**src/rtl/alu_pkg.sv**
```systemverilog
// Shared opcodes, FSM states and default widths for alu_exec_stage.
// Optional flag outputs are enabled by defining ALU_FLAGS_EN.
package alu_pkg;

    localparam int unsigned DATA_W_DEF = 20;
    localparam int unsigned ADDR_W_DEF = 4;
    localparam int unsigned OP_W_DEF   = 4;

    localparam logic [3:0] OP_ADD  = 4'd0;
    localparam logic [3:0] OP_SUB  = 4'd1;
    localparam logic [3:0] OP_AND  = 4'd2;
    localparam logic [3:0] OP_OR   = 4'd3;
    localparam logic [3:0] OP_XOR  = 4'd4;
    localparam logic [3:0] OP_ADDI = 4'd5;
    localparam logic [3:0] OP_SHL  = 4'd6;
    localparam logic [3:0] OP_SHR  = 4'd7;
    localparam logic [3:0] OP_MUL  = 4'd8;
    localparam logic [3:0] OP_LDI  = 4'd9;

    typedef enum logic [1:0] {
        IDLE = 2'd0,
        EXEC = 2'd1,
        MUL  = 2'd2,
        WB   = 2'd3
    } alu_state_e;

endpackage

```
**src/rtl/alu_exec_stage_seq_multiplier.sv**
```systemverilog
// Iterative shift-add multiplier: one partial product per cycle, DATA_W cycles
// after start; done and product are valid combinationally in the final cycle.
module seq_multiplier #(
    parameter int unsigned DATA_W = 20
) (
    input  logic              clock,
    input  logic              reset_n,
    input  logic              start,
    input  logic [DATA_W-1:0] a,
    input  logic [DATA_W-1:0] b,
    output logic              done,
    output logic [DATA_W-1:0] product
);

    localparam int unsigned CNT_W = $clog2(DATA_W + 1);

    logic [DATA_W-1:0] mcand_q, mcand_d;
    logic [DATA_W-1:0] mplier_q, mplier_d;
    logic [DATA_W-1:0] acc_q, acc_d;
    logic [CNT_W-1:0]  cnt_q, cnt_d;
    logic              run_q, run_d;
    logic [DATA_W-1:0] partial;
    logic              last;

    // The final partial sum is exposed directly so the caller saves a cycle.
    assign partial = mplier_q[0] ? acc_q + mcand_q : acc_q;
    assign last    = run_q && (cnt_q == CNT_W'(DATA_W - 1));
    assign done    = last;
    assign product = partial;

    always_comb begin
        mcand_d  = mcand_q;
        mplier_d = mplier_q;
        acc_d    = acc_q;
        cnt_d    = cnt_q;
        run_d    = run_q;
        if (start) begin
            mcand_d  = a;
            mplier_d = b;
            acc_d    = '0;
            cnt_d    = '0;
            run_d    = 1'b1;
        end else if (run_q) begin
            acc_d    = partial;
            mcand_d  = mcand_q << 1;
            mplier_d = mplier_q >> 1;
            cnt_d    = cnt_q + 1'b1;
            if (last) begin
                run_d = 1'b0;
            end
        end
    end

    always_ff @(posedge clock or negedge reset_n) begin
        if (!reset_n) begin
            mcand_q  <= '0;
            mplier_q <= '0;
            acc_q    <= '0;
            cnt_q    <= '0;
            run_q    <= 1'b0;
        end else begin
            mcand_q  <= mcand_d;
            mplier_q <= mplier_d;
            acc_q    <= acc_d;
            cnt_q    <= cnt_d;
            run_q    <= run_d;
        end
    end

endmodule

```
**src/rtl/alu_exec_stage.sv**
```systemverilog
// Execute/write-back stage around the 16 x 20-bit register file.
// Define ALU_FLAGS_EN to add registered flag_z/flag_c outputs.
module alu_exec_stage
    import alu_pkg::*;
#(
    parameter int unsigned DATA_W = DATA_W_DEF,
    parameter int unsigned ADDR_W = ADDR_W_DEF,
    parameter int unsigned OP_W   = OP_W_DEF
) (
    input  logic              clock,
    input  logic              reset_n,
    input  logic              in_valid,
    output logic              in_ready,
    input  logic [OP_W-1:0]   in_op,
    input  logic [ADDR_W-1:0] in_dst,
    input  logic [ADDR_W-1:0] in_src1,
    input  logic [ADDR_W-1:0] in_src2,
    input  logic [DATA_W-1:0] in_imm,
    output logic [ADDR_W-1:0] rf_src1_addr,
    output logic [ADDR_W-1:0] rf_src2_addr,
    input  logic [DATA_W-1:0] rf_src1_data,
    input  logic [DATA_W-1:0] rf_src2_data,
    output logic              rf_we,
    output logic [ADDR_W-1:0] rf_dst_addr,
    output logic [DATA_W-1:0] rf_wdata,
    output logic              busy,
`ifdef ALU_FLAGS_EN
    output logic              flag_z,
    output logic              flag_c,
`endif
    output logic              done
);

    alu_state_e        state_q, state_d;
    logic [OP_W-1:0]   op_q, op_d;
    logic [ADDR_W-1:0] dst_q, dst_d, src1_q, src1_d, src2_q, src2_d;
    logic [DATA_W-1:0] imm_q, imm_d, result_q, result_d;
    logic [DATA_W-1:0] alu_res, mul_product;
    logic              mul_start, mul_done;
    logic [4:0]        shamt;

    assign shamt = rf_src2_data[4:0];

`ifdef ALU_FLAGS_EN
    logic              alu_c, carry_q, carry_d;
    logic              flag_z_q, flag_z_d, flag_c_q, flag_c_d;
    logic [DATA_W:0]   add_ext, sub_ext, addi_ext, shl_ext, shr_ext;

    // Extra bit carries carry/borrow; for shifts it holds the last bit shifted out.
    assign add_ext  = {1'b0, rf_src1_data} + {1'b0, rf_src2_data};
    assign sub_ext  = {1'b0, rf_src1_data} - {1'b0, rf_src2_data};
    assign addi_ext = {1'b0, rf_src1_data} + {1'b0, imm_q};
    assign shl_ext  = {1'b0, rf_src1_data} << shamt;
    assign shr_ext  = {rf_src1_data, 1'b0} >> shamt;

    always_comb begin
        alu_c = 1'b0;
        case (op_q)
            OP_W'(OP_ADD):  alu_c = add_ext[DATA_W];
            OP_W'(OP_SUB):  alu_c = sub_ext[DATA_W];
            OP_W'(OP_ADDI): alu_c = addi_ext[DATA_W];
            OP_W'(OP_SHL):  alu_c = shl_ext[DATA_W];
            OP_W'(OP_SHR):  alu_c = shr_ext[0];
            default:        alu_c = 1'b0;
        endcase
    end
`endif

    always_comb begin
        alu_res = '0;
        case (op_q)
            OP_W'(OP_AND):  alu_res = rf_src1_data & rf_src2_data;
            OP_W'(OP_OR):   alu_res = rf_src1_data | rf_src2_data;
            OP_W'(OP_XOR):  alu_res = rf_src1_data ^ rf_src2_data;
            OP_W'(OP_LDI):  alu_res = imm_q;
`ifdef ALU_FLAGS_EN
            OP_W'(OP_ADD):  alu_res = add_ext[DATA_W-1:0];
            OP_W'(OP_SUB):  alu_res = sub_ext[DATA_W-1:0];
            OP_W'(OP_ADDI): alu_res = addi_ext[DATA_W-1:0];
            OP_W'(OP_SHL):  alu_res = shl_ext[DATA_W-1:0];
            OP_W'(OP_SHR):  alu_res = shr_ext[DATA_W:1];
`else
            OP_W'(OP_ADD):  alu_res = rf_src1_data + rf_src2_data;
            OP_W'(OP_SUB):  alu_res = rf_src1_data - rf_src2_data;
            OP_W'(OP_ADDI): alu_res = rf_src1_data + imm_q;
            OP_W'(OP_SHL):  alu_res = rf_src1_data << shamt;
            OP_W'(OP_SHR):  alu_res = rf_src1_data >> shamt;
`endif
            default:        alu_res = '0;
        endcase
    end

    always_comb begin
        state_d   = state_q;
        op_d      = op_q;
        dst_d     = dst_q;
        src1_d    = src1_q;
        src2_d    = src2_q;
        imm_d     = imm_q;
        result_d  = result_q;
        mul_start = 1'b0;
`ifdef ALU_FLAGS_EN
        carry_d   = carry_q;
        flag_z_d  = flag_z_q;
        flag_c_d  = flag_c_q;
`endif
        case (state_q)
            IDLE: begin
                if (in_valid) begin
                    op_d    = in_op;
                    dst_d   = in_dst;
                    src1_d  = in_src1;
                    src2_d  = in_src2;
                    imm_d   = in_imm;
                    state_d = EXEC;
                end
            end
            EXEC: begin
                if (op_q == OP_W'(OP_MUL)) begin
                    mul_start = 1'b1;
                    state_d   = MUL;
`ifdef ALU_FLAGS_EN
                    carry_d   = 1'b0;
`endif
                end else begin
                    result_d = alu_res;
                    state_d  = WB;
`ifdef ALU_FLAGS_EN
                    carry_d  = alu_c;
`endif
                end
            end
            MUL: begin
                if (mul_done) begin
                    result_d = mul_product;
                    state_d  = WB;
                end
            end
            WB: begin
                state_d = IDLE;
`ifdef ALU_FLAGS_EN
                if (op_q <= OP_W'(OP_LDI)) begin
                    flag_z_d = (result_q == '0);
                    flag_c_d = carry_q;
                end
`endif
            end
            default: state_d = IDLE;
        endcase
    end

    always_ff @(posedge clock or negedge reset_n) begin
        if (!reset_n) begin
            state_q  <= IDLE;
            op_q     <= '0;
            dst_q    <= '0;
            src1_q   <= '0;
            src2_q   <= '0;
            imm_q    <= '0;
            result_q <= '0;
`ifdef ALU_FLAGS_EN
            carry_q  <= 1'b0;
            flag_z_q <= 1'b0;
            flag_c_q <= 1'b0;
`endif
        end else begin
            state_q  <= state_d;
            op_q     <= op_d;
            dst_q    <= dst_d;
            src1_q   <= src1_d;
            src2_q   <= src2_d;
            imm_q    <= imm_d;
            result_q <= result_d;
`ifdef ALU_FLAGS_EN
            carry_q  <= carry_d;
            flag_z_q <= flag_z_d;
            flag_c_q <= flag_c_d;
`endif
        end
    end

    seq_multiplier #(
        .DATA_W(DATA_W)
    ) u_mul (
        .clock   (clock),
        .reset_n (reset_n),
        .start   (mul_start),
        .a       (rf_src1_data),
        .b       (rf_src2_data),
        .done    (mul_done),
        .product (mul_product)
    );

    assign in_ready     = (state_q == IDLE);
    assign busy         = (state_q != IDLE);
    assign done         = (state_q == WB);
    assign rf_we        = (state_q == WB) && (op_q <= OP_W'(OP_LDI));
    assign rf_dst_addr  = dst_q;
    assign rf_wdata     = result_q;
    assign rf_src1_addr = src1_q;
    assign rf_src2_addr = src2_q;
`ifdef ALU_FLAGS_EN
    assign flag_z       = flag_z_q;
    assign flag_c       = flag_c_q;
`endif

endmodule

```
**config.mk**
```make
export PLATFORM = sky130hd
export DESIGN_NAME = alu_exec_stage
export DESIGN_NICKNAME = d
export VERILOG_FILES = /design/src/rtl/alu_pkg.sv /design/src/rtl/alu_exec_stage_seq_multiplier.sv /design/src/rtl/alu_exec_stage.sv
export SDC_FILE = /design/constraint.sdc
export NUM_CORES = 1
export LEC_CHECK = 0
export ABC_AREA = 1
export CORE_ASPECT_RATIO = 2
export CORE_MARGIN = 2
export CORE_UTILIZATION = 59
export CTS_CLUSTER_DIAMETER = 150
export DETAILED_ROUTE_END_ITERATION = 12
export PLACE_DENSITY = 0.83
export SLEW_MARGIN = 20
export SYNTH_ARGS = -nofsm -noshare
export SYNTH_HDL_FRONTEND = slang
export SYNTH_SLANG_ARGS = --single-unit
```
**constraint.sdc**
```tcl
create_clock -name clock -period 3.72 [get_ports clock]
set_input_delay 0.744 -clock clock [delete_from_list [all_inputs] [get_ports clock]]
set_output_delay 0.744 -clock clock [all_outputs]
set_load 0.05 [all_outputs]
```
==> flow_summary.json <==
{
  "numCtsBuffers": 17,
  "dieArea_um2": 20020,
  "drc": 0,
  "synth_area_leader_cell": "dfrtp_1",
  "rows": 71,
  "start_kind": "input port",
  "hp-class": "input port to asynchronous set/reset pin",
  "antenna_found_initial": 2,
  "cts_tree": "built",
  "clock_path_buffers": 2,
  "syn_avg_cell_area_um2": 6.889,
  "fillCellCount": 1453,
  "crit_arrival_ps": 3910,
  "grt_pass1_vias": 13594,
  "worst_setup_path_end_kind": "flop",
  "clock_skew_ps": 12.16,
  "antenna_cells": 0,
  "areaGrowthSynthToFinish_pct": 27.30,
  "h-tree-depth": 4,
  "cp.required_ps": 4060,
  "ant_nets": 0,
  "yosys.area.top_type_share": 0.2791,
  "async_reset_ff_frac": 1.000,
  "ys_seq_area_frac": 0.2791,
  "fin_nets": 2002,
  "crit_path_max_fanout": 5,
  "die_w_um": 101.1,
  "overflow": 0,
  "fmax_mhz": 279.9,
  "firstDrtPassIters": 11,
  "cts_root_buffer": "clkbuf_16",
  "routabilityCongestion": 1.125,
  "io_buffers": 114,
  "path_clk_slew_ps": 60,
  "drt_iter0_drc": 1451,
  "setup_ws_ps": 147.7,
  "synthFlopType": "dfrtp_1",
  "finalInstanceArea_um2": 14150,
  "syn_inst": 1614,
  "vias": 13444,
  "postPlaceCellArea_um2": 13390,
  "p_per_area_nw_per_um2": 736.6,
  "routed_wl_um": 50210,
  "status": "completed",
  "synth.cell_area_um2": 11120,
  "cap_violations": 0,
  "grt_max_degree": 58,
  "post-place-ws_ps": -583.9,
  "netlist_top_cells_count": "431 x nand2_1, 162 x o21ai_0, 140 x inv_1",
  "coreArea_um2": 18660,
  "post-route-util": 0.7587,
  "clk_latency_ps": 450,
  "drv_slew": 0,
  "power_leakage_nw": 6.848,
  "wl_per_cell_um": 24.31,
  "relSlewSlack": 0.2122,
  "cts_sinks": 124,
  "hold_viol": 0,
  "hold_buffers": 0,
  "worst_pin_slew_ps": 1169,
  "finalSetupViolCount": 0,
  "irDropWorstVdd_mv": 0.5442,
  "synth-edff-count": 0,
  "hpwl_um": 37780,
  "start_util": 0.5960,
  "period_minus_slack_ps": 3572,
  "period_share": 0.9603,
  "synth-seq-cells": 124,
  "holdWs_ps": 292.0,
  "die_h_um": 198.1,
  "grt_pass1_wl_um": 76340,
  "viasPerCell": 6.510,
  "drive_gt1_frac": 0.1495,
  "ios": 115,
  "yosys_warnings": 0,
  "crit_type": "input port to flop",
  "synthTopCellsByArea": "dfrtp_1 28%, nand2_1 15%, ha_1 9.8%, o21ai_0 7.3%, a21oi_1 5.0%",
  "instances_no_fill": 2065,
  "synth_nets": 1782,
  "yosysMostFrequentCell": "nand2_1",
  "dp.cells": 2028,
  "synthDistinctLibCells": 58,
  "track_usage": 0.5179
}
-- final timing paths --
| kind | slack (ps) | from | depth (start not counted) | to |
|---|---|---|---|---|
| max | 150 | rf_src2_data[9] | 23 | rf_wdata[17]$_DFFE_PN0P_ |
| min | 290 | reset_n | 1 | imm_q[17]$_DFFE_PN0P_ |
| max reg2reg | 210 | op_q[1]$_DFFE_PN0P_ | 17 | rf_wdata[8]$_DFFE_PN0P_ |
| min reg2reg | 490 | u_mul.mplier_q[16]$_DFFE_PN0P_ | 2 | u_mul.mplier_q[15]$_DFFE_PN0P_ |
| max in group asynchronous | 2620 | reset_n | 2 | op_q[2]$_DFFE_PN0P_ |
| min in group clock | 490 | u_mul.mplier_q[16]$_DFFE_PN0P_ | 2 | u_mul.mplier_q[15]$_DFFE_PN0P_ |
-- cells in the final DEF (no fill, tap or decap), types with 17 or more instances in the layout --
master | Yosys | routed
a21oi_1 | 112 | 108
nor2_1 | 119 | 115
nand2_1 | 431 | 429
ha_1 | 87 | 85
clkbuf_16 | 0 | 17
mux2_2 | 24 | 24
o221ai_1 | 21 | 21
nand3_1 | 89 | 88
o211ai_1 | 34 | 34
o21ai_0 | 162 | 160
dfrtp_1 | 124 | 124
buf_4 | 3 | 154
o21ai_1 | 18 | 20
clkdlybuf4s50_1 | 0 | 107
inv_1 | 140 | 139
-- sequential cells by signal, summed over array words and instances, names as in the netlist --
register        count
imm_q              20
u_mul.mcand_q      20
u_mul.run_q         1
rf_src2_addr        4
rf_wdata           20
u_mul.mplier_q     20
state_q             2
u_mul.acc_q        20
op_q                4
rf_src1_addr        4
u_mul.cnt_q         5
rf_dst_addr         4
-- worst max-delay path, stage by stage --
cell and delay [ps]:
clkdlybuf4s50_1 520, inv_1 160, nand3_4 140, nor2_4 150, nand4_2 90, or2_4 260
o21ai_1 140, nand3_1 100, o211ai_2 80, inv_2 40, ha_1 320, nand2_1 110
buf_4 160, nor3_2 210, a21oi_1 120, nand3_1 80, nand2_1 50, nand3_1 100
nand2_1 70, nand2_1 60, nand2_1 50, nand2_1 70, nand2_1 50
-- cell type report --
class	count	area, um2	share of cell area
Timing Repair Buffer	271	2351	0.1661
Clock inverter	12	163.9	0.01158
Inverter	154	583.1	0.04120
Sequential cell	124	3103	0.2192
Tap cell	219	274.0	0.01936
Clock buffer	19	432.9	0.03059
Multi-Input combinational cell	1266	7246	0.5119
-- timing repair --
| item | in CTS | in global routing |
|---|---|---|
| pin swaps | 3 | 18 |
| buffers inserted | 1 | 4 |
| resized for setup | 9 | 28 |
| setup endpoints to repair | 4 | 11 |
-- kinds of logic after synthesis --
family,after synthesis,share of synthesized area
simple gates,708,0.2711
compound gates,428,0.2291
buf+inv,224,0.08080
flops,124,0.2791
fa+ha+maj,89,0.1015
mux,30,0.02971
xor+xnor,11,0.008665
-- through the flow --
step	setup TNS (ps)	power, mW
final	0	10.43
after global routing	-52.06	10.98
after CTS	0	10.12
after detailed placement	-5375	8.309
after global placement	-4768	8.115
after floorplan	0	6.106
-- report_power, final --
group	total (mW)	internal, mW	switching [mW]
Combinational	6.17	2.15	4.02
Sequential	2.50	1.96	0.533
Clock	1.76	1.06	0.702
-- per-layer routing --
| metal | GRT usage | vias up | share of wire |
|---|---|---|---|
| met5 | 0.01857 | - | 0.0015 |
| met4 | 0.5105 | 6 | 0.13 |
| met3 | 0.1959 | 408 | 0.094 |
| met2 | 0.8281 | 913 | 0.47 |
| met1 | 0.4841 | 6169 | 0.30 |
| li1 | - | 5948 | - |
Note: power is estimated with default switching activity, not from simulation.
